==> src/rtl/run_ctrl_if.sv <==
// rtl/run_ctrl_if.sv - Host/core handshake bundle between the host pins, the core and run_ctrl
interface run_ctrl_if #(
    parameter int unsigned IW = 9,
    parameter int unsigned CW = 16
);
    logic          Req;
    logic [IW-1:0] Instr;
    logic          Done;
    logic          Busy;
    logic          PCInit;
    logic          CoreRun;
    logic [CW-1:0] CycleCount;
    logic          Timeout;

    modport master (
        output Req,
        output Instr,
        input  Done,
        input  Busy,
        input  PCInit,
        input  CoreRun,
        input  CycleCount,
        input  Timeout
    );

    modport slave (
        input  Req,
        input  Instr,
        output Done,
        output Busy,
        output PCInit,
        output CoreRun,
        output CycleCount,
        output Timeout
    );
endinterface

==> src/rtl/run_ctrl.sv <==
// rtl/run_ctrl.sv - Start/done responder: PC init, core run enable, halt/budget stop, cycle count
module run_ctrl #(
    parameter int unsigned    IW         = 9,
    parameter logic [IW-1:0]  HALT       = 9'b011111111,
    parameter int unsigned    CW         = 16,
    parameter logic [CW-1:0]  MAX_CYCLES = 16'd4096
) (
    input  logic      Clk_i,
    input  logic      Reset_i,
    run_ctrl_if.slave bus
);

    typedef enum logic [1:0] {
        IDLE = 2'd0,
        INIT = 2'd1,
        RUN  = 2'd2,
        DONE = 2'd3
    } state_e;

    localparam logic [CW-1:0] LAST_CYCLE = MAX_CYCLES - CW'(1);

    state_e        state_q, state_d;
    logic [CW-1:0] cycles_q, cycles_d;
    logic          timeout_q, timeout_d;

    logic is_halt;
    logic at_budget;

    assign is_halt   = (bus.Instr == HALT);
    assign at_budget = (cycles_q == LAST_CYCLE);

    always_ff @(posedge Clk_i or negedge Reset_i) begin
        if (!Reset_i) begin
            state_q   <= IDLE;
            cycles_q  <= '0;
            timeout_q <= 1'b0;
        end else begin
            state_q   <= state_d;
            cycles_q  <= cycles_d;
            timeout_q <= timeout_d;
        end
    end

    // HALT outranks the budget, and both outrank a host abort in the same cycle.
    always_comb begin
        state_d   = state_q;
        cycles_d  = cycles_q;
        timeout_d = timeout_q;
        case (state_q)
            IDLE: begin
                if (bus.Req) begin
                    state_d = INIT;
                end
            end
            INIT: begin
                state_d   = RUN;
                cycles_d  = '0;
                timeout_d = 1'b0;
            end
            RUN: begin
                cycles_d = cycles_q + CW'(1);
                if (is_halt) begin
                    state_d = DONE;
                end else if (at_budget) begin
                    state_d   = DONE;
                    timeout_d = 1'b1;
                end else if (!bus.Req) begin
                    state_d = IDLE;
                end
            end
            DONE: begin
                if (!bus.Req) begin
                    state_d = IDLE;
                end
            end
            default: begin
                state_d = IDLE;
            end
        endcase
    end

    // CoreRun is the only output that looks at Instr, so the halt word is never executed.
    always_comb begin
        bus.Done       = (state_q == DONE);
        bus.Busy       = (state_q == INIT) || (state_q == RUN);
        bus.PCInit     = (state_q == INIT);
        bus.CoreRun    = (state_q == RUN) && !is_halt;
        bus.CycleCount = cycles_q;
        bus.Timeout    = timeout_q;
    end

endmodule

==> src/flat_wrapper.sv <==
// flat-port wrapper written by rule: the top's interface ports become plain ports
module run_ctrl_flat 
#(
    parameter int unsigned    IW         = 9,
    parameter logic [IW-1:0]  HALT       = 9'b011111111,
    parameter int unsigned    CW         = 16,
    parameter logic [CW-1:0]  MAX_CYCLES = 16'd4096
)
  (Clk_i, Reset_i, bus_Req, bus_Instr, bus_Done, bus_Busy, bus_PCInit, bus_CoreRun, bus_CycleCount, bus_Timeout);
  run_ctrl_if #(.IW(IW), .CW(CW)) bus_i ();
  input  logic Clk_i;
  input  logic Reset_i;
  input wire logic [$bits(bus_i.Req)-1:0] bus_Req;
  input wire logic [$bits(bus_i.Instr)-1:0] bus_Instr;
  output wire logic [$bits(bus_i.Done)-1:0] bus_Done;
  output wire logic [$bits(bus_i.Busy)-1:0] bus_Busy;
  output wire logic [$bits(bus_i.PCInit)-1:0] bus_PCInit;
  output wire logic [$bits(bus_i.CoreRun)-1:0] bus_CoreRun;
  output wire logic [$bits(bus_i.CycleCount)-1:0] bus_CycleCount;
  output wire logic [$bits(bus_i.Timeout)-1:0] bus_Timeout;
  assign bus_i.Req = bus_Req;
  assign bus_i.Instr = bus_Instr;
  assign bus_Done = bus_i.Done;
  assign bus_Busy = bus_i.Busy;
  assign bus_PCInit = bus_i.PCInit;
  assign bus_CoreRun = bus_i.CoreRun;
  assign bus_CycleCount = bus_i.CycleCount;
  assign bus_Timeout = bus_i.Timeout;
  run_ctrl #(.IW(IW), .HALT(HALT), .CW(CW), .MAX_CYCLES(MAX_CYCLES)) u_core (.Clk_i(Clk_i), .Reset_i(Reset_i), .bus(bus_i));
endmodule
==> config.mk <==
export PLATFORM = sky130hd
export DESIGN_NAME = run_ctrl_flat
export DESIGN_NICKNAME = d
export VERILOG_FILES = /design/src/rtl/run_ctrl_if.sv /design/src/rtl/run_ctrl.sv /design/src/flat_wrapper.sv
export SDC_FILE = /design/constraint.sdc
export NUM_CORES = 1
export LEC_CHECK = 0
export CAP_MARGIN = 20
export CORE_MARGIN = 3
export CORE_UTILIZATION = 30
export DETAILED_ROUTE_END_ITERATION = 7
export HOLD_SLACK_MARGIN = 0.05
export MAX_ROUTING_LAYER = met4
export RECOVER_POWER = 25
export REMOVE_ABC_BUFFERS = 1
export SYNTH_ARGS = -nofsm -noshare
export SYNTH_HDL_FRONTEND = slang
export SYNTH_SLANG_ARGS = --single-unit
==> constraint.sdc <==
create_clock -name Clk_i -period 2 [get_ports Clk_i]
set_input_delay 0.3 -clock Clk_i [delete_from_list [all_inputs] [get_ports Clk_i]]
set_output_delay 0.3 -clock Clk_i [all_outputs]
set_load 0.01 [all_outputs]
After elaboration in Yosys (flattened, before gate mapping)
Index checks and enable logic that the tools add are counted.
- bits in registers: 19
- latch bits: 0
- RAM bits: 0
- ROM bits: 0
- input bits: 12
- output and inout port bits: 21
- memories kept: 0
- $add $sub $neg: 1
- multiply operators: 0
- div/mod/pow operators: 0
- magnitude comparators: 0
- equal/unequal tests: 8
- shifts and indexed selects: 0
- multiplexer cells: 9
- bitwise operators: 0
- reduce and logical (&&, ||, !) cells: 6
- operators by type and width (cell ; number):
    16-bit one-hot mux with 2 select lines ; 1
    16-bit by 1-bit adder with 16-bit output, second input constant ; 1
    16-bit by 12-bit equality test with 1-bit output, second input constant ; 1
    9-bit by 8-bit equality test with 1-bit output, second input constant ; 1
    2-bit 2-to-1 mux ; 4
    2-bit one-hot mux with 4 select lines ; 1
    2-bit equality test, second input constant ; 2
    2-bit != test, second input constant ; 2
    3-bit AND reduction ; 1
    2-bit by 1-bit equality test with 1-bit output, second input constant ; 1
    2-bit logical NOT ; 1
    1-bit 2-to-1 mux ; 2
    2-bit by 1-bit != test with 1-bit output, second input constant ; 1
    1-bit one-hot mux with 2 select lines ; 1
    2-bit nonzero test ; 1
    1-bit logical AND ; 1
    1-bit logical NOT ; 1
    1-bit logical OR ; 1

Logic depth before layout (Yosys ltp)
- depth in word-level cells: 4
- gate-level depth with buffers: 7

Worst setup path after synthesis
No wires, ideal clock.
- path kind: register to register
- from: register u_core.state_q[0]
- to: register u_core.cycles_q[14], in the netlist u_core.bus.CycleCount[14]
- setup time: 0.121 ns
- data arrival time: 1.616 ns
- data required time: 1.879 ns
- slack: 0.263 ns
- stages on the path, launching flop included: 8
- clock period less this slack: 1.737 ns
- cell sequence: dfrtp_1 -> inv_1 -> ha_1 -> buf_2 -> nand3_1 -> nor4_2 -> xnor2_1 -> nor2_2
- word-level cells in the longest chain between the ends: 2
- elaborated cells between the ends (all ways): 4
- those cells by class: 2 x eq/ne; 1 x mux; 1 x reduce/logical
- RTL lines (what ; RTL line ; source):
    start: declaration ; run_ctrl.sv:22 ; state_e state_q, state_d;
    start signal: assignment ; run_ctrl.sv:38 ; state_q <= state_d;
    2-bit equality test / 2-bit by 1-bit equality test with 1-bit output (equally long branches) ; run_ctrl.sv:49 ; case (state_q)
    16-bit one-hot mux with 2 select lines / 2-bit nonzero test (equally long branches) ; -- ;
    end signal: assignment ; run_ctrl.sv:39 ; cycles_q <= cycles_d;
    end: declaration ; run_ctrl.sv:23 ; logic [CW-1:0] cycles_q, cycles_d;
Several ways; a longest one is shown, not always the timed one.
A chain may end at the register's enable or synchronous reset.

Worst setup path after layout
- from: input port bus_Instr[1]
- to: register u_core.state_q[1]
- word-level cells in the longest chain between the ends: 3
- RTL lines (what ; RTL line ; source):
    start: declaration ; flat_wrapper.sv:14 ; input wire logic [$bits(bus_i.Instr)-1:0] bus_Instr;
    9-bit by 8-bit equality test with 1-bit output ; run_ctrl.sv:29 ; assign is_halt = (bus.Instr == HALT);
    2-bit 2-to-1 mux ; run_ctrl.sv:62 ; if (is_halt) begin
    2-bit one-hot mux with 4 select lines ; run_ctrl.sv:49 ;
Every way passes these cells.

==> flow_summary_export.csv <==
group,metric,value,unit
hold_path,holdPathEnd,"u_core.bus.Timeout",
detailed_routing,postRouteAntennaNets,0,
clock_tree,clock-sinks,19,
critical_path,r2r-start,"u_core.state_q[1]",
detailed_routing,routedWlPerCell,13.1,um
detailed_routing,drtIter0Drc,49,
floorplanning,coreArea,0.00344,sq mm
clock_tree,cts_htree_levels,1,
clock_tree,clock_latency,0.25,ns
synthesis,syn_avg_cell_area,9.93,sq um
critical_path,r2r_slack,0.18,ns
timing,maxSlewHeadroom,31.4,%
critical_path,worst-path-max-fanout,3,
critical_path,critical_path_class,"in2reg",
synthesis,synth-seq-area-share,42.7,%
global_route,grt_pass1_wl,4340,um
critical_path,arrival,2.14,ns
placement,numPortBuffers,32,
final_layout,syn_to_final_growth,44.0,%
power_and_ir_drop,p_per_area,857,mW/mm^2
hold_path,hold_path_depth,2,
timing,fin_crit,1.97,ns
final_layout,drive_gt1_share,17.4,%
final_layout,nFillCells,344,
synthesis,ys.warnings.count,0,
clock_tree,numCtsBuffers,3,
critical_path,worstSetupEndpointType,"flop",
floorplanning,die_h,66.9,um
global_route,antenna_found_initial,0,
critical_path,start_kind,"input pin",
floorplanning,chipWidth,66.9,um
critical_path,worstPathRequired,2.17,ns
detailed_routing,num_vias,982,
floorplanning,rows,21,
synthesis,ys_ff_latch,19,
power_and_ir_drop,peakVddDrop,0.000454,V
power_and_ir_drop,p_leak,0.648,nW
floorplanning,die_area,0.00447,sq mm
global_route,grt_usage,13.2,%
timing,slew_viol_final,0,
power_and_ir_drop,power,1.37,mW
detailed_routing,drc_errors,0,
timing,hold_viol,0,
placement,dp_cells,191,
outcome,run_status,"complete, no violations",
timing,fmax,508,MHz
placement,gp_congestion,0.792,
timing,finalClockSkew,0.00466,ns
final_layout,layout.nets,174,
final_layout,diodes,0,
global_route,grt_max_degree,20,
synthesis,netlist_instances,112,
floorplanning,start_util,32.3,%
clock_tree,clk_pin_slew,0.07,ns
critical_path,r2r_cells,6,
timing,timing.final.crit_share,98.5,%
critical_path,timing.rr.end,"u_core.bus.CycleCount[15]",
synthesis,netlist_area,0.00111,sq mm
global_route,grt_pass1_vias,980,
placement,hpwl,1840,um
final_layout,fin_cells,201,
detailed_routing,drt_wl_total,2640,um
timing,tightestPinTransition,1.03,ns
clock_tree,clk_path_buf_depth,2,
hold_path,hp-start,"u_core.bus.Timeout",
synthesis,synth_cell_types,31,
detailed_routing,dr.pass1.iters,4,
clock_tree,clock-root-buffer,"clkbuf_8",
job,drv_cap,0,
critical_path,crit_start,"bus_Instr[1]",
clock_tree,cts_tree,"built",
detailed_routing,vias_per_cell,4.89,
global_route,gr-total-overflow,0,
hold_path,hp-class,"reg2reg",
timing,setup_viol,0,
floorplanning,ios,33,
## state kept, by name (all words and copies together) (netlist names)
signal	cells
u_core.state_q	2
u_core.bus.Timeout	1
u_core.bus.CycleCount	16
## cell type report
cell class | instances | area [sq um] | share of cell area [%]
flip-flops and latches | 19 | 475 | 29.7
clock buffers | 3 | 41.3 | 2.58
inverters | 7 | 26.3 | 1.64
repair buffers | 43 | 397 | 24.8
clock inverters | 1 | 5.00 | 0.312
well taps | 46 | 57.6 | 3.59
multi-input cells | 82 | 599 | 37.4
## worst max path at each step
stage,end,slack [ns]
floorplan,u_core.bus.CycleCount[10],0.16
CTS,u_core.state_q[1],0.04
finish,u_core.state_q[1],0.03
global placement,bus_CoreRun,0.004
global route,u_core.state_q[1],-0.004
detailed placement,bus_CoreRun,-0.04
## routing by layer
metal	GRT usage (%)	vias to the layer above	wire length, um
met5	-	-	0
met1	15.4	477	1140
met2	22.6	26	1360
li1	-	477	-
met3	2.53	2	116
met4	4.56	0	25
## power breakdown
part	internal (mW)	switching [mW]	total, mW
clock	0.138	0.129	0.267
sequential	0.425	0.0495	0.474
combinational	0.271	0.360	0.631
total	0.834	0.538	1.37
## critical path, cell delays in order
cell and delay (ns):
clkdlybuf4s50_1 0.48, nand3_2 0.10, nor4b_4 0.29, buf_4 0.15, buf_4 0.10, buf_4 0.10, buf_4 0.10, buf_4 0.09
buf_4 0.09, buf_4 0.10, o21ai_1 0.06, a31oi_1 0.18
## cells in the final DEF (no fill, tap or decap), drive strengths merged
cell and instances:
a21oi 4, a31oi 1, and2 1, and3 1, buf 10, clkbuf 4, clkdlybuf4s50 29, clkinv 1
dfrtp 19, dlygate4sd2 2, dlygate4sd3 1, ha 6, inv 7, mux2i 1, nand2 7, nand2b 1
nand3 6, nand3b 1, nand4 6, nand4bb 1, nor2 12, nor2b 1, nor3 4, nor4 5
nor4b 1, o211ai 2, o21ai 7, or3 2, or3b 1, xnor2 8, xor2 3
## cells by family (layout without fill, tap and decap cells)
kind of cell               count (synthesis)  after routing  share of synthesized area (%)
muxes                                      1              1                          0.900
buffers and inverters                     11             54                           4.61
DFF                                       19             19                           42.7
adders and majority gates                  6              6                           6.75
and+or+nand+nor                           50             50                           29.5
xor gates and xnor gates                  11             11                           8.66
AOI/OAI and AO/OA                         14             14                           6.86
## Yosys cell counts
| cell | n | area, sq um |
|---|---|---|
| nand2b_1 | 1 | 6.26 |
| nor2_1 | 9 | 33.8 |
| nand4_1 | 3 | 18.8 |
| ha_1 | 6 | 75.1 |
| xor2_1 | 3 | 26.3 |
| nand3b_1 | 1 | 7.51 |
| nand3_1 | 6 | 30.0 |
| and3_1 | 1 | 6.26 |
| clkbuf_1 | 1 | 3.75 |
| a31oi_1 | 1 | 6.26 |
| and2_1 | 1 | 6.26 |
| nor3_1 | 4 | 20.0 |
| buf_2 | 2 | 10.0 |
| nand2_1 | 7 | 26.3 |
| nor2_2 | 3 | 18.8 |
| o21ai_1 | 1 | 5.00 |
| a21oi_1 | 4 | 20.0 |
| dfrtp_1 | 19 | 475 |
| or3b_1 | 1 | 8.76 |
| inv_1 | 7 | 26.3 |
| nor2b_1 | 1 | 6.26 |
| nand4bb_1 | 1 | 11.3 |
| o211ai_1 | 2 | 15.0 |
| buf_6 | 1 | 11.3 |
| nor4b_2 | 1 | 15.0 |
| mux2i_1 | 1 | 10.0 |
| nand4_2 | 3 | 37.5 |
| xnor2_1 | 8 | 70.1 |
| o21ai_0 | 6 | 30.0 |
| nor4_2 | 5 | 62.6 |
| or3_1 | 2 | 12.5 |
## stage by stage
step	hold WS (ns)	setup TNS [ns]	setup WS [ns]	util, %	instance area, sq um
2_1_floorplan	0.00441	0	0.162	-	1090
3_3_place_gp	0.510	0	0.00359	43.7	1500
3_5_place_dp	0.513	-0.0446	-0.0446	43.7	1500
4_1_cts	0.392	0	0.0413	46.2	1590
5_1_grt	0.538	-0.00419	-0.00419	46.5	1600
6_report	0.523	0	0.0309	46.5	1600
## timing repair
item                       CTS  global route
hold endpoints to repair     0             0
hold buffers                 0             0
setup buffers                6             0
pin swaps                    1             3
gates resized for setup      2             2
setup endpoints to repair    2             3
(Power assumes the default switching activity.)
